## src/rtl/mem_access_stage_pkg.sv

```systemverilog
// Shared types and constants for the memory-access pipeline stage.
package mem_access_stage_pkg;

    typedef enum logic [1:0] {
        IDLE        = 2'd0,
        WAIT_GNT    = 2'd1,
        WAIT_RVALID = 2'd2
    } mem_state_e;

    localparam logic [2:0] F3_LB  = 3'd0;
    localparam logic [2:0] F3_LH  = 3'd1;
    localparam logic [2:0] F3_LW  = 3'd2;
    localparam logic [2:0] F3_LBU = 3'd4;
    localparam logic [2:0] F3_LHU = 3'd5;

    localparam logic [6:0] OP_LOAD = 7'b0000011;

    // Byte loads never fault; encodings 3, 6 and 7 are word-sized like LW.
    function automatic logic load_misaligned(input logic [2:0] funct3,
                                             input logic [1:0] addr_lo);
        case (funct3)
            F3_LB, F3_LBU: return 1'b0;
            F3_LH, F3_LHU: return addr_lo[0];
            default:       return addr_lo != 2'b00;
        endcase
    endfunction

endpackage

```

## src/rtl/mem_access_stage_load_formatter.sv

```systemverilog
// Extracts and extends the addressed byte/halfword of a returned load word.
module mem_access_stage_load_formatter
    import mem_access_stage_pkg::*;
(
    input  logic [31:0] drdata_i,
    input  logic [1:0]  addr_lo_i,
    input  logic [2:0]  funct3_i,
    output logic [31:0] result_o
);

    logic [15:0] lane;

    assign lane = 16'(drdata_i >> {addr_lo_i, 3'b000});

    always_comb begin
        case (funct3_i)
            F3_LB:   result_o = {{24{lane[7]}}, lane[7:0]};
            F3_LBU:  result_o = {24'h0, lane[7:0]};
            F3_LH:   result_o = {{16{lane[15]}}, lane};
            F3_LHU:  result_o = {16'h0, lane};
            F3_LW:   result_o = drdata_i;
            default: result_o = drdata_i;
        endcase
    end

endmodule

```

## src/rtl/mem_access_stage.sv

```systemverilog
// MEM stage: drives the handshaked data bus, stalls upstream while an access
// is outstanding, formats load data and registers the MEM/WB bundle.
module mem_access_stage
    import mem_access_stage_pkg::*;
#(
    parameter logic [6:0]  LOAD_OPCODE    = OP_LOAD,
    parameter int unsigned RVALID_TIMEOUT = 255
) (
    input  logic        clk,
    input  logic        rst_n,
    input  logic [6:0]  EM_op_in,
    input  logic [2:0]  EM_funct3_in,
    input  logic [31:0] EM_daddr_in,
    input  logic [3:0]  EM_we_in,
    input  logic        EM_wer_in,
    input  logic [4:0]  EM_rd_in,
    input  logic [31:0] EM_regdata_in,
    input  logic [31:0] EM_dwdata_in,
    output logic        dreq,
    output logic [31:0] daddr,
    output logic        dwe,
    output logic [3:0]  dbe,
    output logic [31:0] dwdata,
    input  logic        dgnt,
    input  logic        drvalid,
    input  logic [31:0] drdata,
    output logic        mem_stall,
    output logic        MW_wer_out,
    output logic [4:0]  MW_rd_out,
    output logic [31:0] MW_wbdata_out,
    output logic        mem_misalign_out,
    output logic        mem_buserr_out
);

    localparam int unsigned CNT_W = (RVALID_TIMEOUT > 1) ? $clog2(RVALID_TIMEOUT + 1) : 1;
    localparam logic [CNT_W-1:0] TIMEOUT_VAL = CNT_W'(RVALID_TIMEOUT);
    localparam bit TIMEOUT_EN = (RVALID_TIMEOUT != 0);

    mem_state_e       state_q, state_d;
    logic [1:0]       addr_lo_q, addr_lo_d;
    logic [2:0]       funct3_q, funct3_d;
    logic [4:0]       rd_q, rd_d;
    logic [CNT_W-1:0] cnt_q, cnt_d, cnt_inc;
    logic             mw_wer_q, mw_wer_d;
    logic [4:0]       mw_rd_q, mw_rd_d;
    logic [31:0]      mw_wbdata_q, mw_wbdata_d;
    logic             misalign_q, misalign_d;
    logic             buserr_q, buserr_d;

    logic        is_store, load_access, load_misalign, access_req;
    logic [31:0] load_result;

    // A store byte-enable overrides a load opcode on the same instruction.
    assign is_store      = |EM_we_in;
    assign load_access   = (EM_op_in == LOAD_OPCODE) && EM_wer_in && !is_store;
    assign load_misalign = load_access && load_misaligned(EM_funct3_in, EM_daddr_in[1:0]);
    assign access_req    = is_store || (load_access && !load_misalign);
    assign cnt_inc       = cnt_q + CNT_W'(1);

    assign daddr  = {EM_daddr_in[31:2], 2'b00};
    assign dwdata = EM_dwdata_in;
    assign dbe    = is_store ? EM_we_in : 4'hF;
    assign dwe    = dreq && is_store;

    mem_access_stage_load_formatter u_load_formatter (
        .drdata_i  (drdata),
        .addr_lo_i (addr_lo_q),
        .funct3_i  (funct3_q),
        .result_o  (load_result)
    );

    always_comb begin
        // NOTE: every variable gets a default before the case so no path can infer a latch.
        state_d     = state_q;
        addr_lo_d   = addr_lo_q;
        funct3_d    = funct3_q;
        rd_d        = rd_q;
        cnt_d       = '0;
        mw_wer_d    = 1'b0;
        mw_rd_d     = mw_rd_q;
        mw_wbdata_d = mw_wbdata_q;
        misalign_d  = 1'b0;
        buserr_d    = 1'b0;
        dreq        = 1'b0;
        mem_stall   = 1'b0;

        case (state_q)
            IDLE, WAIT_GNT: begin
                if (access_req) begin
                    dreq      = 1'b1;
                    addr_lo_d = EM_daddr_in[1:0];
                    funct3_d  = EM_funct3_in;
                    rd_d      = EM_rd_in;
                    if (!dgnt) begin
                        state_d   = WAIT_GNT;
                        mem_stall = 1'b1;
                    end else if (is_store) begin
                        state_d = IDLE;
                    end else begin
                        state_d   = WAIT_RVALID;
                        mem_stall = 1'b1;
                    end
                end else begin
                    state_d = IDLE;
                    if (load_misalign) begin
                        misalign_d = 1'b1;
                    end else begin
                        mw_wer_d    = EM_wer_in;
                        mw_rd_d     = EM_rd_in;
                        mw_wbdata_d = EM_regdata_in;
                    end
                end
            end

            WAIT_RVALID: begin
                cnt_d = cnt_inc;
                if (drvalid) begin
                    state_d     = IDLE;
                    mw_wer_d    = 1'b1;
                    mw_rd_d     = rd_q;
                    mw_wbdata_d = load_result;
                end else begin
                    mem_stall = 1'b1;
                    // Abort is not a completion, so stall holds through this last cycle.
                    if (TIMEOUT_EN && cnt_inc == TIMEOUT_VAL) begin
                        state_d  = IDLE;
                        buserr_d = 1'b1;
                    end
                end
            end

            default: state_d = IDLE;
        endcase
    end

    always_ff @(posedge clk) begin
        // NOTE: sequential state uses non-blocking assignments so all registers update together.
        if (!rst_n) begin
            state_q     <= IDLE;
            addr_lo_q   <= '0;
            funct3_q    <= '0;
            rd_q        <= '0;
            cnt_q       <= '0;
            mw_wer_q    <= 1'b0;
            mw_rd_q     <= '0;
            mw_wbdata_q <= '0;
            misalign_q  <= 1'b0;
            buserr_q    <= 1'b0;
        end else begin
            state_q     <= state_d;
            addr_lo_q   <= addr_lo_d;
            funct3_q    <= funct3_d;
            rd_q        <= rd_d;
            cnt_q       <= cnt_d;
            mw_wer_q    <= mw_wer_d;
            mw_rd_q     <= mw_rd_d;
            mw_wbdata_q <= mw_wbdata_d;
            misalign_q  <= misalign_d;
            buserr_q    <= buserr_d;
        end
    end

    assign MW_wer_out       = mw_wer_q;
    assign MW_rd_out        = mw_rd_q;
    assign MW_wbdata_out    = mw_wbdata_q;
    assign mem_misalign_out = misalign_q;
    assign mem_buserr_out   = buserr_q;

endmodule

```

## config.mk

```make
export PLATFORM = sky130hd
export DESIGN_NAME = mem_access_stage
export DESIGN_NICKNAME = d
export VERILOG_FILES = /design/src/rtl/mem_access_stage_pkg.sv /design/src/rtl/mem_access_stage_load_formatter.sv /design/src/rtl/mem_access_stage.sv
export SDC_FILE = /design/constraint.sdc
export NUM_CORES = 1
export LEC_CHECK = 0
export CAP_MARGIN = 20
export CORE_UTILIZATION = 39
export DETAILED_ROUTE_END_ITERATION = 7
export GPL_TIMING_DRIVEN = 0
export PLACE_DENSITY = 0.87
export SETUP_SLACK_MARGIN = 0.05
export SLEW_MARGIN = 25
export SYNTH_ARGS = -nofsm -noshare
export SYNTH_HDL_FRONTEND = slang
export SYNTH_SLANG_ARGS = --single-unit
```

## constraint.sdc

```tcl
create_clock -name clk -period 4.35 [get_ports clk]
set_clock_uncertainty 0.15 [all_clocks]
set_input_delay 0.6525 -clock clk [delete_from_list [all_inputs] [get_ports clk]]
set_output_delay 0.6525 -clock clk [all_outputs]
set_load 0.05 [all_outputs]
```

## Word level (Yosys, flattened, before mapping)

Index checks and enable logic that the tools add are counted.

- Bitwise operators: 3
- Reductions and logical operators: 22
- Divide/modulo/power cells: 0
- Multipliers: 0
- Shifts and indexed selects: 1
- $add $sub $neg: 1
- Mux-type cells: 30
- $lt $le $gt $ge: 0
- Equal/unequal tests: 14

Operators by type and width:

| operator | number |
|---|---|
| $pmux W32 S4 | 1 |
| $mux W32 | 3 |
| $pmux W32 S2 | 1 |
| $shr A32 B5 Y16 | 1 |
| $mux W5 | 3 |
| $eq A3 B3 Y1 const B | 4 |
| $mux W1 | 11 |
| $mux W2 | 5 |
| $pmux W5 S2 | 1 |
| $add A8 B1 Y8 const B | 1 |
| $eq A8 B8 Y1 const B | 1 |
| $eq A7 B2 Y1 const B | 1 |
| $eq A3 B1 Y1 const B | 2 |
| $logic_not A3 Y1 | 2 |
| $ne A2 B2 Y1 const B | 3 |
| $pmux W1 S2 | 3 |
| $reduce_or A2 Y1 | 3 |
| $reduce_or A3 Y1 | 2 |
| $logic_and A1 B1 Y1 | 5 |
| $mux W4 | 1 |
| $pmux W2 S2 | 1 |
| $reduce_and A2 Y1 | 2 |
| $reduce_and A4 Y1 | 1 |
| $reduce_bool A2 Y1 | 2 |
| 8 further kinds | 11 |

- Bits in writable memories: 0
- Bits of input ports: 152
- Output and inout port bits: 111
- ROM bits: 0
- Register bits after elaboration: 60
- Memories: 0
- Bits in latches: 0

## Logic depth before layout (Yosys ltp)

- Word-level depth: 10
- Mapped depth: 8

## Cells and area by module

Synthesis repeated with hierarchy kept, for this count alone.

- Cells, all modules: 491
- Area total of the unflattened synthesis: 3806.2 um2

By module, submodules not included:

| module | cells each | times used | area an instance (um2) | sequential area each (um2) |
|---|---|---|---|---|
| mem_access_stage | 380 | 1 | 3090.5 | 1201.2 |
| mem_access_stage_load_formatter | 111 | 1 | 715.7 | 0.0 |

## Worst setup path after synthesis

No wires, ideal clock.

- Kind: input to output
- Start point: input EM_op_in[2]
- End point: output mem_stall
- Stages on the path: 5
- Setup slack: 1.270 ns
- Path buffers: 1
- Data arrival time: 2.278 ns
- Cell sequence: nor4_4 > o211ai_1 > a21oi_1 > buf_4 > o2bb2ai_1

- Longest elaborated chain between the ends: 9

Ends and longest elaborated chain:

| element | RTL line | text |
|---|---|---|
| start, declared | mem_access_stage.sv:11 | `input logic [6:0] EM_op_in,` |
| $eq A7 B2 Y1 (*) | mem_access_stage.sv:55 | `assign load_access = (EM_op_in == LOAD_OPCODE) && EM_wer_in && !is_store;` |
| $logic_and A1 B1 Y1 (*) (2 in a row) | mem_access_stage.sv:55 |  |
| $logic_and A1 B1 Y1 | mem_access_stage.sv:56 | `assign load_misalign = load_access && load_misaligned(EM_funct3_in, EM_daddr_in[1:0]);` |
| $logic_not A1 Y1 | mem_access_stage.sv:57 | `assign access_req = is_store \|\| (load_access && !load_misalign);` |
| $logic_and A1 B1 Y1 (*) | mem_access_stage.sv:57 |  |
| $logic_or A1 B1 Y1 (*) | mem_access_stage.sv:57 |  |
| $mux W1 (*) | mem_access_stage.sv:89 | `if (access_req) begin` |
| $pmux W1 S2 (*) | mem_access_stage.sv:87 | `case (state_q)` |
| end, declared | mem_access_stage.sv:27 | `output logic mem_stall,` |

Every way passes the cells marked *; elsewhere a longest branch is shown, timed or not.

## Final worst setup path

Same ends and word-level chain as after synthesis.

==> run metrics <==
WL met2=6660 um; Area Growth Syn to Fin=60.1%; share of cells above drive strength 1=0.156; worst-skew pair later-pin latency=around 0.34 ns; Chip Width=103 um; fin crit period=4.13 ns; setup bufs post-CTS=0; CTS Buffer Depth=2; largest net degree at the start of global routing=11; count leader, synth=nand2_1; area leader, netlist=dfxtp_1; Fillers=826; total grt overflow=0; CP endpoint kind=output pin; sw frac=0.308; Seq pwr share=0.348; die area=10500 um2; power share of the clock group=0.343; P_leak=0.00268 uW; Antenna Nets Post-Route=0; CTS buffer count=9; number of diodes=0; number of max-cap violations=0; Synth cell types=54; port bufs=197; number of synthesized flops with an enable pin=0; initial core utilization=0.404; FF-to-FF setup slack=2.04 ns; worst slew pin tran=0.652 ns; via count=4422; endpoints failing hold=0; overall routing resource usage=0.249; drc violations=0; fin. max-slew vios=0; P per Cell Area=~260 nW/um2; crit path max fanout=10; Critical Path AT=3.33 ns; CP endpoint=mem_stall; Final Non-Filler Cells=838; Slew Limit Headroom=0.563; # H-tree levels=3; DR top layer=met4; num rows=36; met3 WL=1170 um; worst r2r dst=MW_wbdata_out[15]; TritonCTS clock tree=done; FFs w/ async S/R, synth=0; FF+latch count, synth=60; first-pass GRT wire length=20200 um; hold path depth=2; Yosys top cell area share=0.304; DP Wirelength=10900 um; Setup CP Type=primary input to output pin; Max VDD drop=0.000160 V; NetSw=509 uW; final setup fails=0; Critical Path Start=EM_op_in[2]; CTS Root Cell=clkbuf_8; top cells by area, synth=dfxtp_1 30%, buf_4 13%, nand2_1 6.8%, mux2i_1 5.8%, o21ai_0 4.2%; global placer's final weighted congestion=between 0.9 and 1; initial antenna violation count=0; final WL=13600 um; clock slew at reported path FFs=0.07 ns; r2r worst-path depth=6; Total Power=1650 uW; CORE AREA=9770 um2; Max Clock Freq=242 MHz; worst hold slack=0.313 ns; Reg-to-Reg Start=state_q[1]; vias per cell=5.28; post-layout util=0.647; cell count after synthesis=492; main flop type after synthesis=dfxtp_1; top post-synthesis cells by count=72 x nand2_1, 69 x buf_4, 60 x dfxtp_1; Logic pwr share=0.309; cell internal pwr=1150 uW; required time of the critical path=3.55 ns; Mean Syn Cell Area=8.03 um2; First DRT Iteration DRCs=212; status=complete, no violations; Tightest Hold Check Type=register to register; Num Clock Sinks=60; number of global-route vias before repair=approximately 4200; average wire per standard cell=16.3 um; Post-Place Cells=823; Worst setup SP type=primary input; RSZ-0062 raised after global routing=false; nets@finish=855; Synth Cell Area=3950 um2; die height=103 um; Top Ports=263; Period Utilization, post-route=0.950; routed length on met1=5460 um; TNS Setup=0 ns; YS warnings=0; drt first pass iters=6; register area share after synthesis=0.304
-- how the worst min path moves through the flow --
stage | startpoint | end | slack, ns
after floorplan | rd_q[0] | rd_q[0] | 0.28
after global placement | rd_q[2] | rd_q[2] | 0.29
after detailed placement | rd_q[0] | rd_q[0] | 0.30
after CTS | rd_q[1] | rd_q[1] | 0.31
after global routing | rd_q[1] | rd_q[1] | 0.32
final | rd_q[1] | rd_q[1] | 0.31
-- flip-flops by register name, summed over array words and instances, names as in the netlist --
register	flops
MW_wbdata_out	32
cnt_q	8
addr_lo_q	2
MW_rd_out	5
MW_wer_out	1
mem_misalign_out	1
funct3_q	3
state_q	2
rd_q	5
mem_buserr_out	1
-- per-layer routing --
| metal | up-vias | global-route usage |
|---|---|---|
| li1 | 2107 | - |
| met1 | 2019 | 0.283 |
| met2 | 261 | 0.451 |
| met3 | 35 | 0.0481 |
| met4 | 0 | 0.109 |
| met5 | - | 0 |
-- placed cells by master, fill, tap and decap left out, drive strengths merged, types with 4 or more instances in the layout --
cell	instances
a21oi	6
a22oi	9
a2bb2oi	7
a31oi	24
a41o	8
buf	80
clkbuf	34
clkdlybuf4s50	197
dfxtp	60
inv	12
mux2	10
mux2i	23
nand2	72
nand2b	6
nand3	4
nor2	29
nor2b	5
nor3	9
o211a	5
o21ai	35
o22ai	8
o31ai	16
o32ai	7
-- layout make-up --
class                      count  area, um2  share of cell area
timing repair buffer         197       1970               0.312
clock inverter                 4       72.6              0.0115
clock buffer                  11        151              0.0240
sequential                    60       1200               0.190
tap                          133        166              0.0263
inverter                      13       48.8             0.00772
multi-input combinational    317       2040               0.323
buffer                       103        669               0.106
-- worst max-delay path, cell delays in order --
cell             delay (ns)
clkdlybuf4s50_1        0.44
nor4_4                 0.44
o211ai_1               0.15
a21oi_1                0.40
buf_4                  0.29
o2bb2ai_1              0.13
clkdlybuf4s50_1        0.82
-- cells by family (layout without fill, tap and decap cells) --
group | Yosys count | in the layout | synth area share
and+or+nand+nor | 142 | 142 | 0.165
other | 1 | 2 | 0.000950
buffers and inverters | 116 | 328 | 0.182
AOI/OAI and AO/OA | 133 | 133 | 0.240
muxes | 34 | 34 | 0.0925
adders and majority gates | 2 | 2 | 0.00634
DFF | 60 | 60 | 0.304
xor gates and xnor gates | 4 | 4 | 0.00887
-- power by group through the flow --
| stage | Sequential [uW] | Combinational [uW] | Clock, uW |
|---|---|---|---|
| 4_1_cts | 575 | 509 | 573 |
| 3_5_place_dp | 587 | 507 | 0 |
| 5_1_grt | 577 | 535 | 603 |
| 2_1_floorplan | 620 | 272 | 0 |
| 6_report | 575 | 511 | 568 |
| 3_3_place_gp | 587 | 502 | 0 |
-- stage by stage --
step                      setup slack [ns]  area [um2]
after floorplan                       1.27        3950
after global placement               0.259        6090
after detailed placement             0.219        6090
after CTS                            0.210        6310
after global routing                 0.121        6320
final                                0.217        6320
-- what timing repair did --
action                     in CTS  in global routing
hold buffers                    0                  0
setup endpoints to repair       0                  1
resized for setup               0                  1
Note: power is estimated with default switching activity, not from simulation.
